### src/rtl/mul_norm_pkg.sv
// Shared constants, types and helpers for the shared leading-one normalizer in mul_para.
package mul_norm_pkg;

  localparam int NREQ = 2;

  function automatic int lzc_w(input int width);
    return $clog2(width);
  endfunction

  localparam int NORM_WIDTH = 24;
  localparam int NORM_TAG_W = 4;
  localparam int NORM_AW    = lzc_w(NORM_WIDTH);

  typedef struct packed {
    logic [NORM_WIDTH-1:0] mant;
    logic [NORM_TAG_W-1:0] tag;
    logic                  src;
  } norm_req_t;

  typedef struct packed {
    logic [NORM_WIDTH-1:0] mant;
    logic [NORM_AW-1:0]    lzc;
    logic                  zero;
    logic [NORM_TAG_W-1:0] tag;
    logic                  src;
  } norm_rsp_t;

endpackage

### src/rtl/mul_norm_arb_if.sv
// Two-lane mantissa request bus plus the single normalized result stream.
interface mul_norm_arb_if
  import mul_norm_pkg::*;
#(
  parameter int WIDTH = 24,
  parameter int TAG_W = 4
);
  localparam int AW = lzc_w(WIDTH);

  logic [NREQ-1:0]            req_valid;
  logic [NREQ-1:0]            req_ready;
  logic [NREQ-1:0][WIDTH-1:0] req_mant;
  logic [NREQ-1:0][TAG_W-1:0] req_tag;

  logic                       out_valid;
  logic                       out_ready;
  logic                       out_src;
  logic [TAG_W-1:0]           out_tag;
  logic [WIDTH-1:0]           out_mant;
  logic [AW-1:0]              out_lzc;
  logic                       out_zero;

  modport master (
    output req_valid, req_mant, req_tag, out_ready,
    input  req_ready, out_valid, out_src, out_tag, out_mant, out_lzc, out_zero
  );

  modport slave (
    input  req_valid, req_mant, req_tag, out_ready,
    output req_ready, out_valid, out_src, out_tag, out_mant, out_lzc, out_zero
  );
endinterface

### src/rtl/mul_lod.sv
// Leading-one detector: left-aligns the input into 32 bits and resolves the zero count
// with fixed 16/8/4/2/1 halving stages. Count is meaningless when o_zero is set.
module mul_lod
  import mul_norm_pkg::*;
#(
  parameter int INPUT_WIDTH = 24
) (
  input  logic [INPUT_WIDTH-1:0] i_data,
  output logic [4:0]             o_lzc,
  output logic                   o_zero
);
  logic [31:0] w_s0;
  logic [15:0] w_s1;
  logic [7:0]  w_s2;
  logic [3:0]  w_s3;
  logic [1:0]  w_s4;
  logic [4:0]  w_cnt;

  // Zero padding goes below the LSB so counts are measured from the real MSB.
  assign w_s0     = 32'(i_data) << (32 - INPUT_WIDTH);
  assign w_cnt[4] = ~|w_s0[31:16];
  assign w_s1     = w_cnt[4] ? w_s0[15:0] : w_s0[31:16];
  assign w_cnt[3] = ~|w_s1[15:8];
  assign w_s2     = w_cnt[3] ? w_s1[7:0] : w_s1[15:8];
  assign w_cnt[2] = ~|w_s2[7:4];
  assign w_s3     = w_cnt[2] ? w_s2[3:0] : w_s2[7:4];
  assign w_cnt[1] = ~|w_s3[3:2];
  assign w_s4     = w_cnt[1] ? w_s3[1:0] : w_s3[3:2];
  assign w_cnt[0] = ~w_s4[1] & w_s4[0];

  assign o_lzc  = w_cnt;
  assign o_zero = ~|i_data;
endmodule

### src/rtl/mul_norm_arb.sv
// Round-robin arbiter in front of a 2-stage normalizer shared by the two multiplier lanes:
// S1 registers the granted request, S2 detects the leading one, shifts and registers the result.
module mul_norm_arb
  import mul_norm_pkg::*;
#(
  parameter int WIDTH = 24,
  parameter int TAG_W = 4
) (
  input  logic           clk,
  input  logic           rst_n,
  mul_norm_arb_if.slave  bus
);
  localparam int AW = lzc_w(WIDTH);

  typedef struct packed {
    logic [WIDTH-1:0] mant;
    logic [TAG_W-1:0] tag;
    logic             src;
  } req_t;

  typedef struct packed {
    logic [WIDTH-1:0] mant;
    logic [AW-1:0]    lzc;
    logic             zero;
    logic [TAG_W-1:0] tag;
    logic             src;
  } rsp_t;

  if (WIDTH < 17 || WIDTH > 32) begin : g_bad_width
    $error("mul_norm_arb: WIDTH must lie in 17..32");
  end

  logic            r_s1_valid;
  req_t            r_s1;
  logic            r_out_valid;
  rsp_t            r_out;
  logic            r_rr_last;

  logic            w_s2_ready;
  logic            w_s1_ready;
  logic [NREQ-1:0] w_grant;
  logic            w_sel;
  logic            w_accept;
  req_t            w_req;
  logic [AW-1:0]   w_lzc;
  logic            w_zero;
  logic [WIDTH-1:0] w_shifted;

  assign w_s2_ready = !r_out_valid || bus.out_ready;
  assign w_s1_ready = !r_s1_valid || w_s2_ready;

  // On a tie the lane not served last wins; r_rr_last=1 after reset favours lane 0.
  assign w_grant[0]    = bus.req_valid[0] & (~bus.req_valid[1] | r_rr_last);
  assign w_grant[1]    = bus.req_valid[1] & (~bus.req_valid[0] | ~r_rr_last);
  assign bus.req_ready = w_grant & {NREQ{w_s1_ready & rst_n}};
  assign w_accept      = |(bus.req_valid & bus.req_ready);
  assign w_sel         = w_grant[1];
  assign w_req         = '{mant: bus.req_mant[w_sel], tag: bus.req_tag[w_sel], src: w_sel};

  mul_lod #(
    .INPUT_WIDTH(WIDTH)
  ) u_lod (
    .i_data (r_s1.mant),
    .o_lzc  (w_lzc),
    .o_zero (w_zero)
  );

  assign w_shifted = r_s1.mant << w_lzc;

  always_ff @(posedge clk or negedge rst_n) begin
    if (!rst_n) begin
      r_s1_valid  <= 1'b0;
      r_s1        <= '0;
      r_out_valid <= 1'b0;
      r_out       <= '0;
      r_rr_last   <= 1'b1;
    end else begin
      if (w_s1_ready) begin
        r_s1_valid <= w_accept;
        if (w_accept) begin
          r_s1      <= w_req;
          r_rr_last <= w_sel;
        end
      end
      if (w_s2_ready) begin
        r_out_valid <= r_s1_valid;
        if (r_s1_valid) begin
          r_out.mant <= w_zero ? '0 : w_shifted;
          r_out.lzc  <= w_zero ? '0 : w_lzc;
          r_out.zero <= w_zero;
          r_out.tag  <= r_s1.tag;
          r_out.src  <= r_s1.src;
        end
      end
    end
  end

  assign bus.out_valid = r_out_valid;
  assign bus.out_src   = r_out.src;
  assign bus.out_tag   = r_out.tag;
  assign bus.out_mant  = r_out.mant;
  assign bus.out_lzc   = r_out.lzc;
  assign bus.out_zero  = r_out.zero;
endmodule
### src/flat_wrapper.sv
// flat-port wrapper written by rule: the top's interface ports become plain ports
module mul_norm_arb_flat import mul_norm_pkg::*;
#(
  parameter int WIDTH = 24,
  parameter int TAG_W = 4
)
  (clk, rst_n, bus_req_valid, bus_req_mant, bus_req_tag, bus_out_ready, bus_req_ready, bus_out_valid, bus_out_src, bus_out_tag, bus_out_mant, bus_out_lzc, bus_out_zero);
  mul_norm_arb_if #(.WIDTH(WIDTH), .TAG_W(TAG_W)) bus_i ();
  input  logic clk;
  input  logic rst_n;
  input wire logic [$bits(bus_i.req_valid)-1:0] bus_req_valid;
  input wire logic [$bits(bus_i.req_mant)-1:0] bus_req_mant;
  input wire logic [$bits(bus_i.req_tag)-1:0] bus_req_tag;
  input wire logic [$bits(bus_i.out_ready)-1:0] bus_out_ready;
  output wire logic [$bits(bus_i.req_ready)-1:0] bus_req_ready;
  output wire logic [$bits(bus_i.out_valid)-1:0] bus_out_valid;
  output wire logic [$bits(bus_i.out_src)-1:0] bus_out_src;
  output wire logic [$bits(bus_i.out_tag)-1:0] bus_out_tag;
  output wire logic [$bits(bus_i.out_mant)-1:0] bus_out_mant;
  output wire logic [$bits(bus_i.out_lzc)-1:0] bus_out_lzc;
  output wire logic [$bits(bus_i.out_zero)-1:0] bus_out_zero;
  assign bus_i.req_valid = bus_req_valid;
  assign bus_i.req_mant = bus_req_mant;
  assign bus_i.req_tag = bus_req_tag;
  assign bus_i.out_ready = bus_out_ready;
  assign bus_req_ready = bus_i.req_ready;
  assign bus_out_valid = bus_i.out_valid;
  assign bus_out_src = bus_i.out_src;
  assign bus_out_tag = bus_i.out_tag;
  assign bus_out_mant = bus_i.out_mant;
  assign bus_out_lzc = bus_i.out_lzc;
  assign bus_out_zero = bus_i.out_zero;
  mul_norm_arb #(.WIDTH(WIDTH), .TAG_W(TAG_W)) u_core (.clk(clk), .rst_n(rst_n), .bus(bus_i));
endmodule
### config.mk
export PLATFORM = sky130hd
export DESIGN_NAME = mul_norm_arb_flat
export DESIGN_NICKNAME = d
export VERILOG_FILES = /design/src/rtl/mul_norm_pkg.sv /design/src/rtl/mul_norm_arb_if.sv /design/src/rtl/mul_lod.sv /design/src/rtl/mul_norm_arb.sv /design/src/flat_wrapper.sv
export SDC_FILE = /design/constraint.sdc
export NUM_CORES = 1
export LEC_CHECK = 0
export CAP_MARGIN = 25
export CORE_UTILIZATION = 40
export CTS_CLUSTER_SIZE = 14
export DETAILED_ROUTE_END_ITERATION = 7
export PLACE_DENSITY = 0.71
export SETUP_SLACK_MARGIN = 0.3
export SLEW_MARGIN = 20
export SYNTH_ARGS = -nofsm -noshare
export SYNTH_HDL_FRONTEND = slang
export SYNTH_HIERARCHICAL = 1
export SYNTH_SLANG_ARGS = --single-unit
### constraint.sdc
create_clock -name clk -period 6.85 [get_ports clk]
set_input_delay 2.055 -clock clk [delete_from_list [all_inputs] [get_ports clk]]
set_output_delay 2.055 -clock clk [all_outputs]
set_load 0.01 [all_outputs]
==> metrics <==
global-route wire length before repair=19200 um; Mapped Avg Cell Area=10.3 sq um; Die H=107 um; post-synthesis mux area share=24.5%; adder-cell share of the synthesized area=0%; Syn Inst Count=426; DRT Pass-1 Iters=5; Max transition margin=41.4%; Port Buffer Count=98; Vias=3852; Clock Tree Buf Depth=2; number of vias per cell=5.87; die area=11400 sq um; CP arrival=3760 ps; Initial Util=41.8%; flop-to-flop setup slack=2410 ps; unrepaired setup endpoints after global routing=no; GRT Util Overall=21.5%; Most used DFF post-synth=dfrtp_1; hold slack final=480 ps; Netlist Area Pre-Place=4400 sq um; number of cells after detailed placement=639; row cnt=37; Final ANT Viol Nets=0; DR DRC count=0; Chip Width=107 um; CTS tree=built; top cells by area, synth=dfrtp_1, mux2i_1, nand2_1; simple-gate share of the synthesized area=17.0%; Slew Limit Fails=0; async set or reset register ratio after synthesis=100%; Crit Path Class=in -> out; EDFF count, synth=0; number of diodes=0; Final Cycle Share=84.8%; Root Buffer Master=clkbuf_8; DR WL/cell=18.0 um; Critical Path End Type=output port; Ys Warns=6; Least-Margin Pin Slew=880 ps; DR iter-0 viols=252; Final min period=5810 ps; Area Growth Syn to Fin=28.4%; Clk pin slew, worst setup/hold paths=70 ps; Place WS=1020 ps; layout cells sized above 1=13.5%; Final Setup Violations=0; core area=10500 sq um; hold path endpoint=u_core/bus.out_lzc[4]; clk_lat worst skew=360 ps; commonest cells after routing, fill and taps aside=clkdlybuf4s50_1, dfrtp_1, nand2_1; Hold Path Origin=u_core/bus.out_lzc[4]; vias in the first global route=3676; largest family of logic cells by synthesized area=multiplexers; Synth Area in Compound Gates=15.8%; Crit Reg-Reg Endpoint=u_core/bus.out_mant[23]; final worst slack=1040 ps; largest net degree at the start of global routing=70; GRT overflow=0; Seq cells post-synth=67; Max IR drop VDD=0.138 mV; initial antenna violation count=0; post-synth top area cell=dfrtp_1; Cell Pwr Density=324 nW/um^2; Gates resized, CTS repair=0; Worst Skew=19.0 ps; Worst Path Required=4800 ps; R2R depth=11; post-route insts no fill=656; setup TNS=0 ps; R2R Path Start=u_core/r_s1[18]; routed wire length=11800 um; status=finished clean; final hold vios=0; Layout fillers=983; commonest non-fill, non-tap cell in the layout=clkdlybuf4s50_1; fin nets=576; total of max-cap violations=0; leakage=2.33 nW; # H-tree levels=3; RePlAce Congestion=0.890; hold path depth=2; Synth cell types=69; Critical Path Source Type=input port; CTS Buf Count=9; Synth Area in XOR/XNOR=0%; post-CTS setup buffer count=0; # IOs=99; Mapped Nets=487; Hold Buf Count CTS=0; hpwl dp=8730 um; clock sink total=67; Hold/Removal Path Class=reg -> reg; post-layout util=53.7%; top-area cell type share of the netlist area=37.6%; Seq/Total Area, Yosys=38.2%; Max Fclk=172 MHz; CP Max Fanout=29
per-stage QoR:
step | power (mW) | cell area, sq um
2_1_floorplan | 1.15 | 4400
3_3_place_gp | 1.48 | 5440
3_5_place_dp | 1.50 | 5440
4_1_cts | 1.83 | 5630
5_1_grt | 1.94 | 5640
6_report | 1.83 | 5640
cell usage after synthesis (all sizes together) (2+ instances only):
| library cell | instances |
|---|---|
| nor4b | 2 |
| and2 | 2 |
| nand3 | 5 |
| a221o | 4 |
| o21bai | 2 |
| mux2i | 47 |
| a21oi | 12 |
| mux2 | 16 |
| nand4 | 6 |
| nor4 | 8 |
| or3 | 2 |
| clkbuf | 11 |
| a211o | 2 |
| and3 | 3 |
| o21ai | 43 |
| nand2 | 60 |
| nand2b | 8 |
| a22o | 4 |
| o221ai | 4 |
| buf | 18 |
| o22ai | 2 |
| o2bb2ai | 2 |
| a31oi | 3 |
| mux4 | 17 |
| or4 | 7 |
| and4 | 2 |
| o31ai | 5 |
| o211ai | 4 |
| inv | 6 |
| nor3 | 9 |
| dfrtp | 66 |
| nor2 | 17 |
| o22a | 3 |
| or4b | 2 |
| nor3b | 2 |
| a22oi | 2 |
| a32oi | 2 |
routing by layer:
layer  part of all wire (%)  wire length (um)  GRT usage (%)  vias up
met4                    2.0               237           6.75        0
met2                     46              5440           33.0      195
met5                      0                 0              0        -
met3                    6.9               811           3.95       23
met1                     45              5340           30.5     1829
li1                       -                 -              -     1805
registers in the layout, indices dropped and copies added, names as in the netlist:
name,count
u_core/bus.out_valid,1
u_core/bus.out_tag,4
u_core/r_s1,29
u_core/r_s1_valid,1
u_core/bus.out_src,1
u_core/bus.out_mant,24
u_core/bus.out_zero,1
u_core/bus.out_lzc,5
u_core/r_rr_last,1
cells by family after synthesis:
| kind of cell | count (synthesis) |
|---|---|
| flops | 67 |
| compound gates | 103 |
| buf+inv | 36 |
| simple gates | 140 |
| mux | 80 |
worst max-delay path by stage:
stage | start | endpoint | slack [ps] | cells after the start
after floorplan | bus_req_valid[1] | bus_req_ready[1] | 1810 | 3
after global placement | bus_req_valid[1] | bus_req_ready[0] | 1060 | 5
after detailed placement | bus_req_valid[1] | bus_req_ready[0] | 1020 | 5
after CTS | bus_req_valid[1] | bus_req_ready[0] | 1020 | 5
after global routing | bus_req_valid[1] | bus_req_ready[0] | 960 | 5
final | bus_req_valid[1] | bus_req_ready[0] | 1040 | 5
critical path, cell delays in order:
cell	delay (ps)
clkdlybuf4s50_1	510
a21boi_4	180
buf_4	420
nor2_1	100
clkdlybuf4s50_1	490
layout make-up:
type / count / area [sq um] / area share, %
clock inverters: 6 / 66.3 / 1.18
flip-flops and latches: 67 / 1680 / 29.7
multi-input cells: 323 / 2530 / 44.8
inverters: 7 / 27.5 / 0.488
well taps: 136 / 170 / 3.02
repair buffers: 107 / 1050 / 18.6
clock buffers: 10 / 128 / 2.26
where the power goes:
part / internal, mW / switching [mW]
logic: 0.459 / 0.407
clock network: 0.169 / 0.162
registers: 0.512 / 0.121
total: 1.14 / 0.689
No activity file was read; power rests on OpenSTA's default activity.
